File: config.mk
export PLATFORM = sky130hd
export DESIGN_NAME = logit_readout_flat
export DESIGN_NICKNAME = d
export VERILOG_FILES = /design/src/rtl/logit_readout_pkg.sv /design/src/rtl/logit_readout_if.sv /design/src/rtl/signed_argmax.sv /design/src/rtl/logit_readout.sv /design/src/flat_wrapper.sv
export SDC_FILE = /design/constraint.sdc
export NUM_CORES = 1
export LEC_CHECK = 0
export ABC_CLOCK_PERIOD_IN_PS = 2300
export BUFFER_PORTS_ARGS = -buffer_cell sky130_fd_sc_hd__buf_2
export CAP_MARGIN = 10
export CORE_ASPECT_RATIO = 1.1
export CORE_UTILIZATION = 40
export CTS_CLUSTER_SIZE = 12
export DETAILED_ROUTE_END_ITERATION = 10
export SETUP_SLACK_MARGIN = 0.05
export SLEW_MARGIN = 20
export SYNTH_ARGS = -nofsm -noshare
export SYNTH_HDL_FRONTEND = slang
export SYNTH_HIERARCHICAL = 1
export SYNTH_SLANG_ARGS = --single-unit
File: constraint.sdc
create_clock -name clock_i -period 2.3 [get_ports clock_i]
set_input_delay 0.69 -clock clock_i [delete_from_list [all_inputs] [get_ports clock_i]]
set_output_delay 0.69 -clock clock_i [all_outputs]
set_load 0.1 [all_outputs]
File: src/rtl/logit_readout_pkg.sv
// ---------------------------------------------------------------------------
// logit_readout_pkg
// Shared definitions for the logit readout block: the readout FSM state
// encoding, the default parameter values used by the top, the interface and
// the argmax sub-module, and a small width helper.
// ---------------------------------------------------------------------------
package logit_readout_pkg;

  // Default configuration: ten signed Q16.16 logits at addresses 1..10, with
  // the accelerator's cycle-count word directly after them at address 11.
  localparam int unsigned DataWidthDef     = 32;
  localparam int unsigned AddrWidthDef     = 16;
  localparam int unsigned NLogitsDef       = 10;
  localparam int unsigned LogitBaseAddrDef = 1;
  localparam int unsigned ReadLatencyDef   = 1;

  typedef enum logic [1:0] {
    StIdle,
    StRead,
    StDrain,
    StDone
  } state_e;

  // Width of a word index covering logits 0..n-1 plus the trailing count word.
  function automatic int unsigned word_idx_width(input int unsigned n);
    return $clog2(n + 1);
  endfunction

endpackage

File: src/rtl/logit_readout_if.sv
// ---------------------------------------------------------------------------
// logit_readout_if
// Bundles the control, output-RAM read port and result signals of
// logit_readout. Signal names carry direction suffixes as seen from the
// readout block.
//   start_i          request one readout pass
//   ram_data_i       output-RAM read data
//   ram_rdaddress_o  output-RAM read address
//   busy_o           pass in progress
//   done_o           one-cycle completion pulse
//   valid_o          results valid since last completion
//   class_o          index of the maximum logit
//   max_logit_o      maximum logit value (signed)
//   total_cycles_o   cycle-count word read after the logits
// Modports: master = the readout block, slave = its environment.
// ---------------------------------------------------------------------------
interface logit_readout_if
  import logit_readout_pkg::*;
#(
  parameter int unsigned DATA_WIDTH = DataWidthDef,
  parameter int unsigned ADDR_WIDTH = AddrWidthDef,
  parameter int unsigned N_LOGITS   = NLogitsDef
);

  localparam int unsigned ClassW = $clog2(N_LOGITS);

  logic                  start_i;
  logic [DATA_WIDTH-1:0] ram_data_i;
  logic [ADDR_WIDTH-1:0] ram_rdaddress_o;
  logic                  busy_o;
  logic                  done_o;
  logic                  valid_o;
  logic [ClassW-1:0]     class_o;
  logic [DATA_WIDTH-1:0] max_logit_o;
  logic [DATA_WIDTH-1:0] total_cycles_o;

  modport master (
    input  start_i,
    input  ram_data_i,
    output ram_rdaddress_o,
    output busy_o,
    output done_o,
    output valid_o,
    output class_o,
    output max_logit_o,
    output total_cycles_o
  );

  modport slave (
    output start_i,
    output ram_data_i,
    input  ram_rdaddress_o,
    input  busy_o,
    input  done_o,
    input  valid_o,
    input  class_o,
    input  max_logit_o,
    input  total_cycles_o
  );

endinterface

File: src/rtl/signed_argmax.sv
// ---------------------------------------------------------------------------
// signed_argmax
// Running signed maximum with index. A word flagged first_i loads
// unconditionally (this is how a new pass rearms it); later words replace
// the held maximum only when strictly greater, so ties keep the lower index.
//   clock_i   clock, rising edge
//   reset_i   synchronous active-low reset
//   first_i   current word is logit 0 of a pass
//   valid_i   current word is a logit to be compared
//   index_i   logit index of the current word
//   value_i   logit value (two's complement)
//   max_o     held maximum value
//   index_o   index of the held maximum
// ---------------------------------------------------------------------------
module signed_argmax
  import logit_readout_pkg::*;
#(
  parameter int unsigned DATA_WIDTH = DataWidthDef,
  parameter int unsigned IDX_WIDTH  = 4
) (
  input  logic                  clock_i,
  input  logic                  reset_i,
  input  logic                  first_i,
  input  logic                  valid_i,
  input  logic [IDX_WIDTH-1:0]  index_i,
  input  logic [DATA_WIDTH-1:0] value_i,
  output logic [DATA_WIDTH-1:0] max_o,
  output logic [IDX_WIDTH-1:0]  index_o
);

  logic [DATA_WIDTH-1:0] max_q;
  logic [IDX_WIDTH-1:0]  idx_q;
  logic                  take;

  assign take = valid_i && (first_i || ($signed(value_i) > $signed(max_q)));

  always_ff @(posedge clock_i) begin
    if (!reset_i) begin
      max_q <= '0;
      idx_q <= '0;
    end else if (take) begin
      max_q <= value_i;
      idx_q <= index_i;
    end
  end

  assign max_o   = max_q;
  assign index_o = idx_q;

endmodule

File: src/rtl/logit_readout.sv
// ---------------------------------------------------------------------------
// logit_readout
// Reads N_LOGITS signed logits plus a trailing cycle-count word from an
// output RAM, finds the index and value of the largest logit and presents
// the results with a done pulse.
//   clock_i   clock, rising edge
//   reset_i   synchronous active-low reset
//   bus       logit_readout_if master modport (start, RAM read port,
//             busy/done/valid and the three result words)
// Flow: IDLE/DONE --start--> READ issues N_LOGITS+1 back-to-back addresses,
// DRAIN waits for the count word to come back, DONE holds the results.
// READ_LATENCY must lie in 1..4.
// ---------------------------------------------------------------------------
module logit_readout
  import logit_readout_pkg::*;
#(
  parameter int unsigned DATA_WIDTH      = DataWidthDef,
  parameter int unsigned ADDR_WIDTH      = AddrWidthDef,
  parameter int unsigned N_LOGITS        = NLogitsDef,
  parameter int unsigned LOGIT_BASE_ADDR = LogitBaseAddrDef,
  parameter int unsigned READ_LATENCY    = ReadLatencyDef
) (
  input logic            clock_i,
  input logic            reset_i,
  logit_readout_if.master bus
);

  localparam int unsigned    IdxW     = word_idx_width(N_LOGITS);
  localparam int unsigned    ClassW   = $clog2(N_LOGITS);
  localparam logic [IdxW-1:0] LastIdx = IdxW'(N_LOGITS);
  localparam logic [ADDR_WIDTH-1:0] BaseAddr = ADDR_WIDTH'(LOGIT_BASE_ADDR);

  state_e                  state_q;
  logic [ADDR_WIDTH-1:0]   addr_q;
  logic [IdxW-1:0]         rd_idx_q;     // index of the word whose address is on the bus

  // Tag pipeline: follows each issued address until its data is on ram_data_i.
  logic [READ_LATENCY-1:0] tag_vld_q;
  logic [IdxW-1:0]         tag_idx_q [READ_LATENCY];

  // Returned word re-registered before use so compare and capture start from flops.
  logic                    word_vld_q;
  logic [IdxW-1:0]         word_idx_q;
  logic [DATA_WIDTH-1:0]   word_data_q;

  logic                    busy_q;
  logic                    done_q;
  logic                    valid_q;
  logic [ClassW-1:0]       class_q;
  logic [DATA_WIDTH-1:0]   max_q;
  logic [DATA_WIDTH-1:0]   total_q;

  logic                    am_first;
  logic                    am_valid;
  logic [DATA_WIDTH-1:0]   am_max;
  logic [ClassW-1:0]       am_idx;
  logic                    count_word;

  assign am_first   = (word_idx_q == '0);
  assign am_valid   = word_vld_q && (word_idx_q != LastIdx);
  assign count_word = word_vld_q && (word_idx_q == LastIdx);

  signed_argmax #(
    .DATA_WIDTH (DATA_WIDTH),
    .IDX_WIDTH  (ClassW)
  ) u_argmax (
    .clock_i (clock_i),
    .reset_i (reset_i),
    .first_i (am_first),
    .valid_i (am_valid),
    .index_i (word_idx_q[ClassW-1:0]),
    .value_i (word_data_q),
    .max_o   (am_max),
    .index_o (am_idx)
  );

  always_ff @(posedge clock_i) begin
    if (!reset_i) begin
      state_q     <= StIdle;
      addr_q      <= '0;
      rd_idx_q    <= '0;
      tag_vld_q   <= '0;
      for (int i = 0; i < READ_LATENCY; i++) begin
        tag_idx_q[i] <= '0;
      end
      word_vld_q  <= 1'b0;
      word_idx_q  <= '0;
      word_data_q <= '0;
      busy_q      <= 1'b0;
      done_q      <= 1'b0;
      valid_q     <= 1'b0;
      class_q     <= '0;
      max_q       <= '0;
      total_q     <= '0;
    end else begin
      done_q <= 1'b0;

      tag_vld_q[0] <= (state_q == StRead);
      tag_idx_q[0] <= rd_idx_q;
      for (int i = 1; i < READ_LATENCY; i++) begin
        tag_vld_q[i] <= tag_vld_q[i-1];
        tag_idx_q[i] <= tag_idx_q[i-1];
      end

      word_vld_q  <= tag_vld_q[READ_LATENCY-1];
      word_idx_q  <= tag_idx_q[READ_LATENCY-1];
      word_data_q <= bus.ram_data_i;

      case (state_q)
        StIdle, StDone: begin
          if (bus.start_i) begin
            state_q  <= StRead;
            addr_q   <= BaseAddr;
            rd_idx_q <= '0;
            busy_q   <= 1'b1;
            valid_q  <= 1'b0;
          end
        end
        StRead: begin
          if (rd_idx_q == LastIdx) begin
            state_q <= StDrain;
          end else begin
            addr_q   <= addr_q + 1'b1;
            rd_idx_q <= rd_idx_q + 1'b1;
          end
        end
        StDrain: begin
          // The last logit was folded into the argmax on the previous edge.
          if (count_word) begin
            state_q <= StDone;
            busy_q  <= 1'b0;
            done_q  <= 1'b1;
            valid_q <= 1'b1;
            total_q <= word_data_q;
            class_q <= am_idx;
            max_q   <= am_max;
          end
        end
        default: state_q <= StIdle;
      endcase
    end
  end

  assign bus.ram_rdaddress_o = addr_q;
  assign bus.busy_o          = busy_q;
  assign bus.done_o          = done_q;
  assign bus.valid_o         = valid_q;
  assign bus.class_o         = class_q;
  assign bus.max_logit_o     = max_q;
  assign bus.total_cycles_o  = total_q;

endmodule

File: src/flat_wrapper.sv
// flat-port wrapper written by rule: the top's interface ports become plain ports
module logit_readout_flat import logit_readout_pkg::*;
#(
  parameter int unsigned DATA_WIDTH      = DataWidthDef,
  parameter int unsigned ADDR_WIDTH      = AddrWidthDef,
  parameter int unsigned N_LOGITS        = NLogitsDef,
  parameter int unsigned LOGIT_BASE_ADDR = LogitBaseAddrDef,
  parameter int unsigned READ_LATENCY    = ReadLatencyDef
)
  (clock_i, reset_i, bus_start_i, bus_ram_data_i, bus_ram_rdaddress_o, bus_busy_o, bus_done_o, bus_valid_o, bus_class_o, bus_max_logit_o, bus_total_cycles_o);
  logit_readout_if #(.DATA_WIDTH(DATA_WIDTH), .ADDR_WIDTH(ADDR_WIDTH), .N_LOGITS(N_LOGITS)) bus_i ();
  input logic clock_i;
  input logic reset_i;
  input wire logic [$bits(bus_i.start_i)-1:0] bus_start_i;
  input wire logic [$bits(bus_i.ram_data_i)-1:0] bus_ram_data_i;
  output wire logic [$bits(bus_i.ram_rdaddress_o)-1:0] bus_ram_rdaddress_o;
  output wire logic [$bits(bus_i.busy_o)-1:0] bus_busy_o;
  output wire logic [$bits(bus_i.done_o)-1:0] bus_done_o;
  output wire logic [$bits(bus_i.valid_o)-1:0] bus_valid_o;
  output wire logic [$bits(bus_i.class_o)-1:0] bus_class_o;
  output wire logic [$bits(bus_i.max_logit_o)-1:0] bus_max_logit_o;
  output wire logic [$bits(bus_i.total_cycles_o)-1:0] bus_total_cycles_o;
  assign bus_i.start_i = bus_start_i;
  assign bus_i.ram_data_i = bus_ram_data_i;
  assign bus_ram_rdaddress_o = bus_i.ram_rdaddress_o;
  assign bus_busy_o = bus_i.busy_o;
  assign bus_done_o = bus_i.done_o;
  assign bus_valid_o = bus_i.valid_o;
  assign bus_class_o = bus_i.class_o;
  assign bus_max_logit_o = bus_i.max_logit_o;
  assign bus_total_cycles_o = bus_i.total_cycles_o;
  logit_readout #(.DATA_WIDTH(DATA_WIDTH), .ADDR_WIDTH(ADDR_WIDTH), .N_LOGITS(N_LOGITS), .LOGIT_BASE_ADDR(LOGIT_BASE_ADDR), .READ_LATENCY(READ_LATENCY)) u_core (.clock_i(clock_i), .reset_i(reset_i), .bus(bus_i));
endmodule
==> summary.txt, run 1 <==
Placed design
  – Buffers on Ports: 121
  – Post-Place Setup Slack: -0.220 ns
  – Placed Area: 8450 um^2
  – Post-DP HPWL: 11.2 mm
  – GP Congestion: 0.805

Clocking
  – Hold buffers post-CTS: 0
  – CTS sink count: around 170
  – Clock tree from TritonCTS: done
  – Clk Latency, worst-skew pair: 0.43 ns
  – CTS HTree Levels: 4
  – Num CTS Buffers: 17
  – Root buf cell: clkbuf_16
  – Clk buf depth: 2
  – Clock-pin slew on the worst setup and hold paths: 0.07 ns

Drt
  – Vias: 5899
  – Drt wl/cell: roughly 14 um
  – Post-route ant nets: 0
  – Pre-antenna DRT Iters: 4
  – Via density: approximately 4.8
  – Remaining DRCs: 0
  – Final WL: 16.8 mm
  – Iteration-0 DRC count of the detailed router: 210

GRT
  – Total global routing overflow: 0
  – Global-route wire length before repair: 27.1 mm
  – Vias in the first global route: approximately 5600
  – Global Route Usage Sum: 18.9%
  – Largest net degree at the start of global routing: 117
  – Initial antenna violation count: 0

Critical path
  – Worst path required time: 2.65 ns
  – Setup CP Type: reg -> reg
  – Worst-path fanout max: 5
  – Critical Path Sink Type: flip-flop
  – CP arrival: 2.95 ns
  – Crit start category: flip-flop

Job
  – Max Cap Viol: 0

Synthesis
  – Mapped Cells: 808
  – Syn_nets: 881
  – Syn Area/Cell: about 8.8 um^2
  – Ys Warns: 6
  – Post-synth EDFFs: 0
  – Synth unique cells: 55
  – Post-synthesis adder-cell area fraction: ~6.7%
  – Largest family of logic cells by synthesized area: simple AND/OR/NAND/NOR gates
  – Post-synthesis cell area: ~7100 um^2
  – Xor/xnor share of the synthesized area: 0.617%
  – Post-Synth Simple-Gate Area: 22.3%
  – Post-synthesis mux area share: 5.29%
  – Sequential area share after synthesis: 48.2%
  – Async SR Flop Fraction: 0%
  – Synth Area in Compound Gates: 10.7%
  – Synth Register Bits: between 150 and 200
  – Main flop type after synthesis: dfxtp_1

Cells and area
  – Post-layout net count: 1064
  – Inserted Diodes: 0
  – Most frequent cells in the layout: nand2_1 (227), dfxtp_1 (147), buf_2 (120)
  – Fin area: 9320 um^2
  – Fill cells: approximately 1600
  – Commonest non-fill, non-tap cell in the layout: nand2_1
  – Final Util: 54.2%
  – Area growth, synth to finish: 31.3%
  – Share of cells above drive strength 1: a little under a third

Die
  – IO Pins: 122
  – Chip Width: about 130 um
  – Core area: 17200 um^2
  – Starting density of the core: 41.3%
  – Row Count: 50
  – Die Y: about 140 um
  – Die Area: 18300 um^2

STA
  – Max transition margin: 61.4%
  – Fmax: 384 MHz
  – Final Max Slew Viols: 0
  – Max Clock Skew: approximately 0.010 ns
  – Unrepaired setup endpoints after global routing: yes
  – Slew @ Worst Pin: about 0.58 ns
  – Tcrit/Tclk final: 113%
  – Final Hold Vio Count: 0
  – Tmin final: 2.60 ns
  – Final setup margin: -0.303 ns
  – Final setup vio count: 36

Power and ir drop
  – Static Leak: 4.07 nW
  – Switching power: slightly above 2 mW
  – P_int: 5.17 mW
  – Flop pwr share: 43.9%
  – Sw frac: 28.3%
  – Pwr dens: 774 nW/um^2
  – Comb power frac: ~18%
  – Worst VDD drop: roughly 570 uV
  – Clock share of power: 38.2%

Run status
  – Outcome: complete, but fails checks
  – Failing checks: setup timing

Min path
  – Hold crit path type: reg -> reg
[critical path, stage by stage (launching register included)]
cell,delay (ns)
dfxtp_2,0.33
inv_2,0.04
ha_4,0.26
nand4_1,0.13
or4_4,0.59
o211ai_2,0.16
o21ba_4,0.18
a211oi_4,0.32
buf_6,0.18
clkbuf_16,0.15
mux2i_1,0.17
[path summary, 6_finish.rpt]
kind,from,endpoint,slack (ns),depth (start not counted)
worst max-delay path,u_core/u_argmax/max_o[23],u_core/u_argmax/max_o[13],-0.30,10
worst min-delay path,u_core/tag_idx_q[0][1],u_core/word_idx_q[1],0.43,1
worst max register to register,u_core/u_argmax/max_o[23],u_core/u_argmax/max_o[13],-0.30,10
worst min register to register,u_core/tag_idx_q[0][1],u_core/word_idx_q[1],0.43,1
[power by group through the flow]
stage	sequential, mW	combinational, mW	clock (mW)
after floorplan	3.31	0.759	0
after global placement	3.22	1.13	0
after detailed placement	3.22	1.14	0
after CTS	3.16	1.23	2.82
after global routing	3.18	1.40	2.97
final	3.17	1.29	2.76
[final cells by class]
cell class                 instances  area (um^2)  area share (%)
inverter                          38          143            1.53
timing repair buffer             209         1410            15.1
tap                              234          293            3.14
sequential                       171         3450            37.1
clock inverter                    15          141            1.52
clock buffer                      17          425            4.56
multi-input combinational        554         3450            37.1
[metal layers]
layer  GRT usage, %  vias to the layer above  share of wire (%)
met1           24.6                     2718                 48
met5              0                        -                  0
met3           4.49                       14                3.5
met2           30.6                      110                 47
met4           6.13                        0                1.3
li1               -                     3057                  -
[what timing repair did]
action                     CTS  global route
resized for setup           17            27
setup endpoints to repair   36            36
gates cloned                 2             2
pin swaps                    0            10
setup buffers                6             2
[through the flow]
| step | hold WS (ns) | power (mW) | std cells | TNS [ns] |
|---|---|---|---|---|
| floorplan | 0.412 | 4.07 | 808 | 0 |
| global placement | 0.414 | 4.35 | 1196 | -4.79 |
| detailed placement | 0.419 | 4.36 | 1196 | -6.04 |
| CTS | 0.435 | 7.21 | 1236 | -6.39 |
| global route | 0.445 | 7.55 | 1238 | -12.75 |
| finish | 0.434 | 7.21 | 1238 | -9.48 |
[synth_stat cells (all sizes together), types with 2 or more instances]
cell / instances / area (um^2)
nand2: 227 / 852
dfxtp: 171 / 3420
a21oi: 96 / 480
and2: 44 / 277
ha: 38 / 475
inv: 38 / 143
mux2i: 36 / 360
clkbuf: 23 / 86.3
buf: 15 / 135
nand3: 14 / 82.6
nand4: 14 / 100
o21ai: 14 / 70.1
nor2: 12 / 45.0
dlygate4sd3: 7 / 70.1
or3: 6 / 40.0
or4: 6 / 48.8
o21a: 5 / 37.5
xor2: 5 / 43.8
nor3: 4 / 20.0
o211ai: 4 / 35.0
and4: 3 / 26.3
o31ai: 3 / 22.5
a31oi: 2 / 18.8
nor2b: 2 / 12.5
[logic make-up after synthesis]
logic type | after synthesis
AOI/OAI and AO/OA | 134
adders and majority gates | 38
and+or+nand+nor | 340
buffers and inverters | 83
muxes | 37
DFF | 171
xor gates and xnor gates | 5
[sequential cells by signal (all words and copies together), names as in the netlist, 2 cells and up]
signal	count
u_core/bus.max_logit_o	32
u_core/tag_idx_q	4
u_core/bus.class_o	4
u_core/word_idx_q	4
u_core/bus.ram_rdaddress_o	16
u_core/state_q	2
u_core/rd_idx_q	4
u_core/u_argmax/max_o	32
u_core/u_argmax/index_o	4
u_core/word_data_q	32
u_core/bus.total_cycles_o	32
(Power assumes the default switching activity.)
==> run 2, diff against run 1 <==
--- a/config.mk
+++ b/config.mk
@@ -9,6 +9,7 @@
 export BUFFER_PORTS_ARGS = -buffer_cell sky130_fd_sc_hd__buf_2
 export CAP_MARGIN = 10
 export CORE_ASPECT_RATIO = 1.1
+export CORE_MARGIN = 2
 export CORE_UTILIZATION = 40
 export CTS_CLUSTER_SIZE = 12
 export DETAILED_ROUTE_END_ITERATION = 10
==> run 2 against run 1 <==
Compared with the run above:
- the flow still finishes with violations (setup timing)
- setup slack improved by 0.068 ns
- clock-buffer cell count rose by 6
- register-to-register slack improved by 0.07 ns
- critical path depth did not move
- clock skew fell by 0.0013 ns
- critical endpoint is now u_core/u_argmax/max_o[5]
- largest power group unchanged
==> summary.txt, run 2 (synthesis results as in run 1) <==
Clocking
  – Clk Latency, worst-skew pair: 0.43 ns
  – CTS sink count: 171
  – Num CTS Buffers: 17
  – CTS HTree Levels: 4
  – Clock tree from TritonCTS: done
  – Clock-pin slew on the worst setup and hold paths: 0.06 ns
  – Clk buf depth: 2
  – Root buf cell: clkbuf_16

STA
  – Unrepaired setup endpoints after global routing: yes
  – Max Clock Skew: between 0.008 and 0.009 ns
  – Final Hold Vio Count: 0
  – Final setup vio count: 36
  – Max transition margin: between 60% and 70%
  – Worst hold slack: 0.434 ns
  – Setup TNS: -6.36 ns
  – Tmin final: 2.53 ns
  – Slew @ Worst Pin: 0.593 ns
  – Fmax: about 400 MHz
  – Final setup margin: -0.234 ns
  – Final Max Slew Viols: 0
  – Tcrit/Tclk final: 110%

Placed design
  – Placed Cells: 1199
  – GP Congestion: 0.831
  – Post-DP HPWL: 11.4 mm
  – Post-Place Setup Slack: -0.225 ns
  – Placed Area: 8440 um^2
  – Buffers on Ports: roughly 120

Drt
  – Via density: about 4.7
  – Remaining DRCs: 0
  – Iteration-0 DRC count of the detailed router: 311
  – Vias: 5855
  – Drt wl/cell: ~13 um
  – Final WL: 16.7 mm
  – Post-route ant nets: 0
  – Pre-antenna DRT Iters: 4

Cells and area
  – Area of the multi-input gates: between 3000 and 4000 um^2
  – Non-Filler Instances: 1239
  – Final Util: 53.0%
  – Most frequent cells in the layout: nand2_1 (227), dfxtp_1 (153), buf_2 (120)
  – Reg area: 3450 um^2
  – Post-layout net count: 1061
  – Fill cells: roughly 1700
  – Commonest non-fill, non-tap cell in the layout: nand2_1
  – Fin area: 9310 um^2
  – Area growth, synth to finish: 31.1%
  – Inserted Diodes: 0
  – Share of cells above drive strength 1: 29.8%

Die
  – Core area: between 15000 and 20000 um^2
  – Die Area: 18800 um^2
  – IO Pins: 122
  – Row Count: 51
  – Die Y: 144 um
  – Chip Width: 131 um
  – Starting density of the core: 40.5%

Min path
  – Hold crit path type: reg -> reg

Job
  – Max Cap Viol: 0

GRT
  – Initial antenna violation count: 2
  – Total global routing overflow: 0
  – Vias in the first global route: roughly 5400
  – Global Route Usage Sum: 18.2%
  – Global-route wire length before repair: around 27 mm
  – Largest net degree at the start of global routing: 66

Critical path
  – CP arrival: 2.88 ns
  – Critical Path Sink Type: flip-flop
  – Setup CP Type: reg -> reg
  – Crit start category: flip-flop
  – Worst-path fanout max: 7
  – Worst path required time: 2.65 ns

Run status
  – Failing checks: setup timing
  – Outcome: complete, but fails checks

Power and ir drop
  – Final Total Pwr: between 7 and 8 mW
  – Switching power: 1.97 mW
  – Static Leak: 4.05 nW
  – P_int: 5.31 mW
  – Pwr dens: ~800 nW/um^2
  – Comb power frac: 18.0%
  – Clock share of power: 38.5%
  – Flop pwr share: 43.5%
  – Sw frac: between 20% and 30%
  – Worst VDD drop: 586 uV
run 2: cell types whose count changed in the layout (fill, tap and decap cells not counted), moves of 3 or more:
cell      previous run  this run
clkbuf_8             0         5
dfxtp_1            147       153
dfxtp_2             24        18
inv_1               33        30
inv_2                5         8
inv_6                4         0
run 2: final timing paths:
| check | startpoint | endpoint | slack [ns] | depth (start not counted) |
|---|---|---|---|---|
| setup reg to reg | u_core/u_argmax/max_o[27] | u_core/u_argmax/max_o[5] | -0.23 | 10 |
| hold reg to reg | u_core/tag_vld_q | u_core/word_vld_q | 0.43 | 1 |
| hold / removal | u_core/tag_vld_q | u_core/word_vld_q | 0.43 | 1 |
| setup / recovery | u_core/u_argmax/max_o[27] | u_core/u_argmax/max_o[5] | -0.23 | 10 |
run 2: final cells by class:
| cell class | instances | share of cell area, % |
|---|---|---|
| Inverter | 38 | 1.53 |
| Multi-Input combinational cell | 554 | 37.2 |
| Sequential cell | 171 | 37.0 |
| Clock inverter | 9 | 0.941 |
| Clock buffer | 23 | 5.35 |
| Timing Repair Buffer | 206 | 14.8 |
| Tap cell | 238 | 3.20 |
run 2: metal layers:
metal  track usage [%]  routed length [um]
met2              29.5                7990
met5                 0                  13
met1              23.5                7760
met4              5.49                 227
met3              5.21                 733
run 2: power by group through the flow:
stage | clock, mW | sequential [mW] | combinational (mW)
CTS | 2.88 | 3.17 | 1.33
detailed placement | 0 | 3.23 | 1.17
finish | 2.80 | 3.17 | 1.31
floorplan | 0 | 3.31 | 0.759
global route | 3.00 | 3.18 | 1.43
global placement | 0 | 3.22 | 1.15
run 2: timing repair:
item | CTS | global route
hold buffers | 0 | 0
pin swaps | 11 | 6
gates resized for setup | 39 | 4
setup buffers | 5 | 2
setup endpoints to repair | 36 | 36
cloned | 3 | 0
run 2: critical path, stage by stage, from the launching register on:
cell and delay (ns):
dfxtp_2 0.35, inv_2 0.05, ha_4 0.25, nand4_1 0.14, or4_4 0.59, o211ai_2 0.17, o21ba_4 0.17, a211oi_4 0.20
buf_6 0.18, buf_12 0.15, mux2i_2 0.21
